$ cat config.mk
export PLATFORM = sky130hd
export DESIGN_NAME = izh_neuron_array
export DESIGN_NICKNAME = d
export VERILOG_FILES = /design/src/rtl/izh_pkg.sv /design/src/rtl/izh_step.sv /design/src/rtl/izh_neuron_array.sv
export SDC_FILE = /design/constraint.sdc
export NUM_CORES = 2
export LEC_CHECK = 0
export CORE_MARGIN = 5
export CORE_UTILIZATION = 60
export CTS_CLUSTER_SIZE = 12
export DETAILED_ROUTE_END_ITERATION = 16
export PLACE_DENSITY = 0.8
export SETUP_SLACK_MARGIN = 0.2
export SLEW_MARGIN = 20
export SYNTH_ARGS = -nofsm -noshare
export SYNTH_HDL_FRONTEND = slang
export SYNTH_SLANG_ARGS = --single-unit
$ cat constraint.sdc
create_clock -name clk -period 24.3 [get_ports clk]
set_input_delay 2.43 -clock clk [delete_from_list [all_inputs] [get_ports clk]]
set_output_delay 2.43 -clock clk [all_outputs]
set_load 0.05 [all_outputs]
$ cat src/rtl/izh_pkg.sv
// Shared constants, FSM encoding and saturation helper for the Izhikevich array.
// Q-format constants are functions of the fractional width FRAC.
package izh_pkg;

    typedef enum logic [2:0] {
        S_IDLE,
        S_LOAD,
        S_CALC,
        S_WB,
        S_FIN
    } state_t;

    localparam int REFRAC_CYC = 2;

    function automatic int vrest(input int frac);
        return -(65 <<< frac);
    endfunction

    function automatic int urest(input int frac);
        return -(13 <<< frac);
    endfunction

    function automatic int vpeak(input int frac);
        return 30 <<< frac;
    endfunction

    // round(0.04 * 2^frac)
    function automatic int k004(input int frac);
        return (4 * (1 <<< frac) + 50) / 100;
    endfunction

    function automatic int k140(input int frac);
        return 140 <<< frac;
    endfunction

    function automatic logic signed [63:0] sat_w(
        input logic signed [63:0] x,
        input int                 w
    );
        logic signed [63:0] hi;
        logic signed [63:0] lo;
        hi = (64'sd1 <<< (w - 1)) - 64'sd1;
        lo = -hi - 64'sd1;
        if (x > hi) return hi;
        if (x < lo) return lo;
        return x;
    endfunction

endpackage

$ cat src/rtl/izh_step.sv
// Combinational Izhikevich update for one neuron: Euler step, saturation
// and spike/reset handling.
module izh_step
    import izh_pkg::*;
#(
    parameter int W        = 16,
    parameter int FRAC     = 8,
    parameter int DT_SHIFT = 0
) (
    input  logic signed [W-1:0] v,
    input  logic signed [W-1:0] u,
    input  logic signed [W-1:0] i,
    input  logic signed [W-1:0] a,
    input  logic signed [W-1:0] b,
    input  logic signed [W-1:0] c,
    input  logic signed [W-1:0] d,
    output logic signed [W-1:0] v_nxt,
    output logic signed [W-1:0] u_nxt,
    output logic                spike
);

    localparam int IW = 2 * W + 4;

    localparam logic signed [IW-1:0] K004 = IW'(k004(FRAC));
    localparam logic signed [IW-1:0] K140 = IW'(k140(FRAC));
    localparam logic signed [W-1:0]  VPK  = W'(vpeak(FRAC));

    logic signed [IW-1:0] ve, ue, ie, ae, be;
    logic signed [IW-1:0] sq, bv, dv, du, vn, un;
    logic signed [W-1:0]  v_sat, u_sat, u_spk;

    always_comb begin
        ve = {{(IW-W){v[W-1]}}, v};
        ue = {{(IW-W){u[W-1]}}, u};
        ie = {{(IW-W){i[W-1]}}, i};
        ae = {{(IW-W){a[W-1]}}, a};
        be = {{(IW-W){b[W-1]}}, b};

        sq = (ve * ve) >>> FRAC;
        dv = ((sq * K004) >>> FRAC) + ve + (ve <<< 2) + K140 - ue + ie;
        bv = (be * ve) >>> FRAC;
        du = (ae * (bv - ue)) >>> FRAC;
        vn = ve + (dv >>> DT_SHIFT);
        un = ue + (du >>> DT_SHIFT);

        v_sat = W'(sat_w(64'(vn), W));
        u_sat = W'(sat_w(64'(un), W));
        u_spk = W'(sat_w(64'(u_sat) + 64'(d), W));

        spike = (v_sat >= VPK);
        v_nxt = spike ? c : v_sat;
        u_nxt = spike ? u_spk : u_sat;
    end

endmodule

$ cat src/rtl/izh_neuron_array.sv
// Time-multiplexed Izhikevich neuron array: FSM, per-neuron state and latches.
// Define IZH_REFRACTORY_EN to add a per-neuron refractory counter.
module izh_neuron_array
    import izh_pkg::*;
#(
    parameter int N_NEURONS = 4,
    parameter int W         = 16,
    parameter int FRAC      = 8,
    parameter int DT_SHIFT  = 0,
    localparam int SW       = (N_NEURONS > 1) ? $clog2(N_NEURONS) : 1
) (
    input  logic                   clk,
    input  logic                   rst,
    input  logic                   start,
    input  logic [N_NEURONS*W-1:0] i_in,
    input  logic [W-1:0]           a_in,
    input  logic [W-1:0]           b_in,
    input  logic [W-1:0]           c_in,
    input  logic [W-1:0]           d_in,
    output logic                   busy,
    output logic                   done,
    output logic [N_NEURONS-1:0]   spikes,
    output logic [W-1:0]           v_mon,
    input  logic [SW-1:0]          mon_sel
);

    localparam logic signed [W-1:0] V0 = W'(vrest(FRAC));
    localparam logic signed [W-1:0] U0 = W'(urest(FRAC));

    state_t state, state_nxt;

    logic [SW-1:0]          idx;
    logic                   last;
    logic signed [W-1:0]    v_mem [N_NEURONS];
    logic signed [W-1:0]    u_mem [N_NEURONS];
    logic [N_NEURONS*W-1:0] i_lat;
    logic signed [W-1:0]    a_lat, b_lat, c_lat, d_lat;
    logic signed [W-1:0]    v_w, u_w, i_w;
    logic signed [W-1:0]    v_c, u_c;
    logic                   spk_c;
    logic signed [W-1:0]    v_s, u_s;
    logic                   spk_s;

    assign last = (idx == SW'(N_NEURONS - 1));

    always_ff @(posedge clk or posedge rst) begin
        if (rst) state <= S_IDLE;
        else     state <= state_nxt;
    end

    always_comb begin
        state_nxt = state;
        busy      = 1'b1;
        done      = 1'b0;
        unique case (state)
            S_IDLE: begin
                busy = 1'b0;
                if (start) state_nxt = S_LOAD;
            end
            S_LOAD: state_nxt = S_CALC;
            S_CALC: state_nxt = S_WB;
            S_WB:   state_nxt = last ? S_FIN : S_LOAD;
            S_FIN: begin
                done      = 1'b1;
                state_nxt = S_IDLE;
            end
            default: state_nxt = S_IDLE;
        endcase
    end

    izh_step #(
        .W        (W),
        .FRAC     (FRAC),
        .DT_SHIFT (DT_SHIFT)
    ) u_step (
        .v     (v_w),
        .u     (u_w),
        .i     (i_w),
        .a     (a_lat),
        .b     (b_lat),
        .c     (c_lat),
        .d     (d_lat),
        .v_nxt (v_s),
        .u_nxt (u_s),
        .spike (spk_s)
    );

    // Input latches and working registers carry no architectural reset
    // dependency beyond a clean start value.
    always_ff @(posedge clk or posedge rst) begin
        if (rst) begin
            idx   <= '0;
            i_lat <= '0;
            a_lat <= '0;
            b_lat <= '0;
            c_lat <= '0;
            d_lat <= '0;
            v_c   <= '0;
            u_c   <= '0;
            spk_c <= 1'b0;
        end else begin
            if (state == S_IDLE && start) begin
                idx   <= '0;
                i_lat <= i_in;
                a_lat <= a_in;
                b_lat <= b_in;
                c_lat <= c_in;
                d_lat <= d_in;
            end
            if (state == S_CALC) begin
                v_c   <= v_s;
                u_c   <= u_s;
                spk_c <= spk_s;
            end
            if (state == S_WB && !last) idx <= idx + SW'(1);
        end
    end

`ifdef IZH_REFRACTORY_EN
    logic [3:0] rcnt [N_NEURONS];

    always_ff @(posedge clk or posedge rst) begin
        if (rst) begin
            for (int k = 0; k < N_NEURONS; k++) rcnt[k] <= 4'd0;
        end else if (state == S_WB) begin
            if (spk_c)               rcnt[idx] <= 4'(REFRAC_CYC);
            else if (rcnt[idx] != 0) rcnt[idx] <= rcnt[idx] - 4'd1;
        end
    end
`endif

    always_ff @(posedge clk or posedge rst) begin
        if (rst) begin
            v_w <= '0;
            u_w <= '0;
            i_w <= '0;
        end else if (state == S_LOAD) begin
            v_w <= v_mem[idx];
            u_w <= u_mem[idx];
`ifdef IZH_REFRACTORY_EN
            i_w <= (rcnt[idx] != 4'd0) ? '0 : i_lat[int'(idx)*W +: W];
`else
            i_w <= i_lat[int'(idx)*W +: W];
`endif
        end
    end

    always_ff @(posedge clk or posedge rst) begin
        if (rst) begin
            for (int k = 0; k < N_NEURONS; k++) begin
                v_mem[k] <= V0;
                u_mem[k] <= U0;
            end
            spikes <= '0;
        end else if (state == S_WB) begin
            v_mem[idx]  <= v_c;
            u_mem[idx]  <= u_c;
            spikes[idx] <= spk_c;
        end
    end

    always_comb begin
        v_mon = '0;
        if (int'(mon_sel) < N_NEURONS) v_mon = v_mem[mon_sel];
    end

endmodule

==> flow_metrics.py <==
metrics = {
    "critical_path": {
        "cpMostUsedCell": "fa_1",
        "worstRegToRegCells": 74,
        "crit_path_max_incr_delay_ns": 1.01,
        "worstPathArrival_ns": 20.39,
        "crit_type": "reg2reg",
        "rrSetupSlack_ns": 4.36,
        "critPathRequiredTime_ns": 24.75,
        "crit_family": "adder cells",
        "path_max_fanout": 25,
        "crit_path_end_kind": "flip-flop",
        "cp.depth": 74,
        "setup.worst_path.start": "v_w[6]",
        "slowest_stage": "dfrtp_1",
        "r2r-start": "v_w[6]",
        "path_buf_inv": 9,
        "cp-start-kind": "flip-flop",
    },
    "routing": {
        "dr_total_vias": 38590,
        "routedWlPerCell_um": 19.6,
        "drc": 0,
        "wl_um": 133000,
        "viasPerCell": 5.69,
        "ant_nets": 0,
        "drt_iter0_drc": 2677,
        "first_pass_iters": 6,
    },
    "timing": {
        "slew_violations": 0,
        "clock_skew_ns": 0.0759,
        "setup_viol": 0,
        "fmax_mhz": 50.2,
        "min_period_ns": 19.94,
        "tns_ns": 0,
        "final.period_utilization_pct": 82.0,
        "tightestPinTransition_ns": 1.15,
        "maxSlewHeadroom_pct": 23.6,
        "whs_ns": 0.501,
        "hold_viol_final": 0,
        "worst_slack_ns": 4.36,
        "rsz0062_at_grt": "false",
    },
    "synthesis": {
        "synth_area_mm2": 0.0541,
        "synth_common_cells": "inv_1 (1,177), fa_1 (901), nand2_1 (538)",
        "syn-instance-count": 5517,
        "yosysTopAreaCell": "fa_1",
        "synth_edf_count": 0,
        "netlist_top_cells_area": "fa_1 (33%), dfrtp_1 (14%), ha_1 (11%)",
        "yosys.cell_count.top_type": "inv_1",
        "ys.flop_type": "dfrtp_1",
        "async_reset_ff_share_pct": 100,
        "synth_cell_types": 83,
        "yosys_register_bits": 346,
        "synth_top_area_share_pct": 33.4,
        "synth_warnings": 0,
        "syn-num-nets": 7018,
        "seq_area_frac_synth_pct": 16.1,
        "syn-mean-instance-area_um2": 9.80,
    },
    "job": {
        "max_cap_viol_count": 0,
    },
    "clock_network": {
        "cts_buffer_depth": 3,
        "cts_resized": 0,
        "h-tree-depth": 2,
        "root_buffer": "clkbuf_16",
        "clk_latency_ns": 0.64,
        "post_cts_buffers": 0,
        "cts_buffers": 43,
        "ctsHoldBuffers": 0,
        "cts_sinks": 346,
        "cts_tree": "yes",
        "clk_transition_reported_paths_ns": 0.06,
    },
    "global_routing": {
        "grt_overflow": 0,
        "grt_pass1_wl_um": 220000,
        "grt_pass1_vias": 41835,
        "antenna_found_initial": 1,
        "grt_usage_pct": 28.8,
        "grt_max_degree": 166,
    },
    "run_status": {
        "status": "completed",
    },
    "place": {
        "io_buffers": 154,
        "routabilityCongestion": 0.924,
        "place_inst": 6700,
        "pre_cts_slack_ns": 4.50,
        "dp_hpwl_um": 105000,
    },
    "floorplanning": {
        "dieArea_mm2": 0.0962,
        "fp.dieH_um": 310,
        "initial_utilization_pct": 60.2,
        "die_w_um": 310,
        "pin_count": 155,
        "rows": 110,
        "core_area_mm2": 0.0897,
    },
    "layout": {
        "drive_above_1_share_pct": 10.2,
        "final_cells": 6780,
        "diodes": 0,
        "area_growth_pct": 7.89,
        "final_nets": 7070,
    },
    "worst_hold_path": {
        "hp-class": "reg2reg",
        "worstHoldPathCells": 1,
        "min-delay-start": "i_lat[36]",
    },
}
## logic make-up (layout without fill, tap and decap cells)
family / Yosys count / count (layout) / share of synthesized area (%)
adder cells (fa/ha/maj): 1368 / 1368 / 44.2
buffers and inverters: 1391 / 1478 / 9.71
AND/OR/NAND/NOR: 1342 / 1342 / 11.8
AO/OA/AOI/OAI: 533 / 533 / 6.53
XOR/XNOR: 205 / 205 / 3.37
multiplexers: 332 / 332 / 8.25
flip-flops: 346 / 346 / 16.1
## cell usage in the layout, fill, tap and decap left out, drive strengths merged, types with 130 or more instances in the layout
master / netlist / routed
inv: 1177 / 1184
a21oi: 130 / 130
ha: 467 / 467
dfrtp: 294 / 294
o21ai: 131 / 131
nor2: 250 / 250
xnor2: 142 / 142
fa: 901 / 901
nand2: 538 / 538
clkdlybuf4s50: 0 / 154
and2: 298 / 298
mux2: 265 / 265
## worst reg2reg max path, delay by kind of cell (launching register included)
kind	cells	cell delay, ns
AOI/OAI and AO/OA	26	6.37
and+or+nand+nor	16	2.85
adders and majority gates	18	7.60
DFF	1	1.01
xor gates and xnor gates	4	1.21
muxes	1	0.20
buffers and inverters	9	0.54
## area by class of cell
class,count,area [µm²]
clock buffer,62,1240
clock inverter,18,190
fill,6962,31400
inverter,1188,4470
multi-input combinational,3780,40200
sequential,346,8730
tap,1176,1470
timing repair buffer,210,1970
## final timing paths
check	endpoint
setup / recovery	u_c[0]
hold / removal	i_lat[36]
setup reg to reg	u_c[0]
hold reg to reg	i_lat[36]
max in group asynchronous	a_lat[9]
min in group asynchronous	i_lat[57]
## stage by stage
| step | area (µm²) | utilization, % |
|---|---|---|
| after global routing | 58300 | 65.0 |
| after CTS | 58300 | 65.0 |
| after global placement | 56900 | 63.4 |
| after floorplan | 54100 | - |
| after detailed placement | 56900 | 63.4 |
| final | 58300 | 65.0 |
## per-layer routing
layer	routed length [µm]	global-route usage (%)	up-vias
met3	10800	5.52	304
met1	53900	39.2	19568
met5	0	0	-
li1	-	-	17279
met2	63600	47.4	1439
met4	4880	9.47	0
## flip-flops by register name, indices dropped and copies added (netlist names)
| signal | cells |
|---|---|
| i_lat | 64 |
| u_mem | 64 |
| v_mem | 64 |
| a_lat | 16 |
| b_lat | 16 |
| c_lat | 16 |
| d_lat | 16 |
| i_w | 16 |
| u_c | 16 |
| u_w | 16 |
| v_c | 16 |
| v_w | 16 |
| spikes | 4 |
| state | 3 |
| idx | 2 |
| spk_c | 1 |
Power is not shown: default switching activity piles up to over one toggle a cycle in this logic, so the estimate is an artifact.
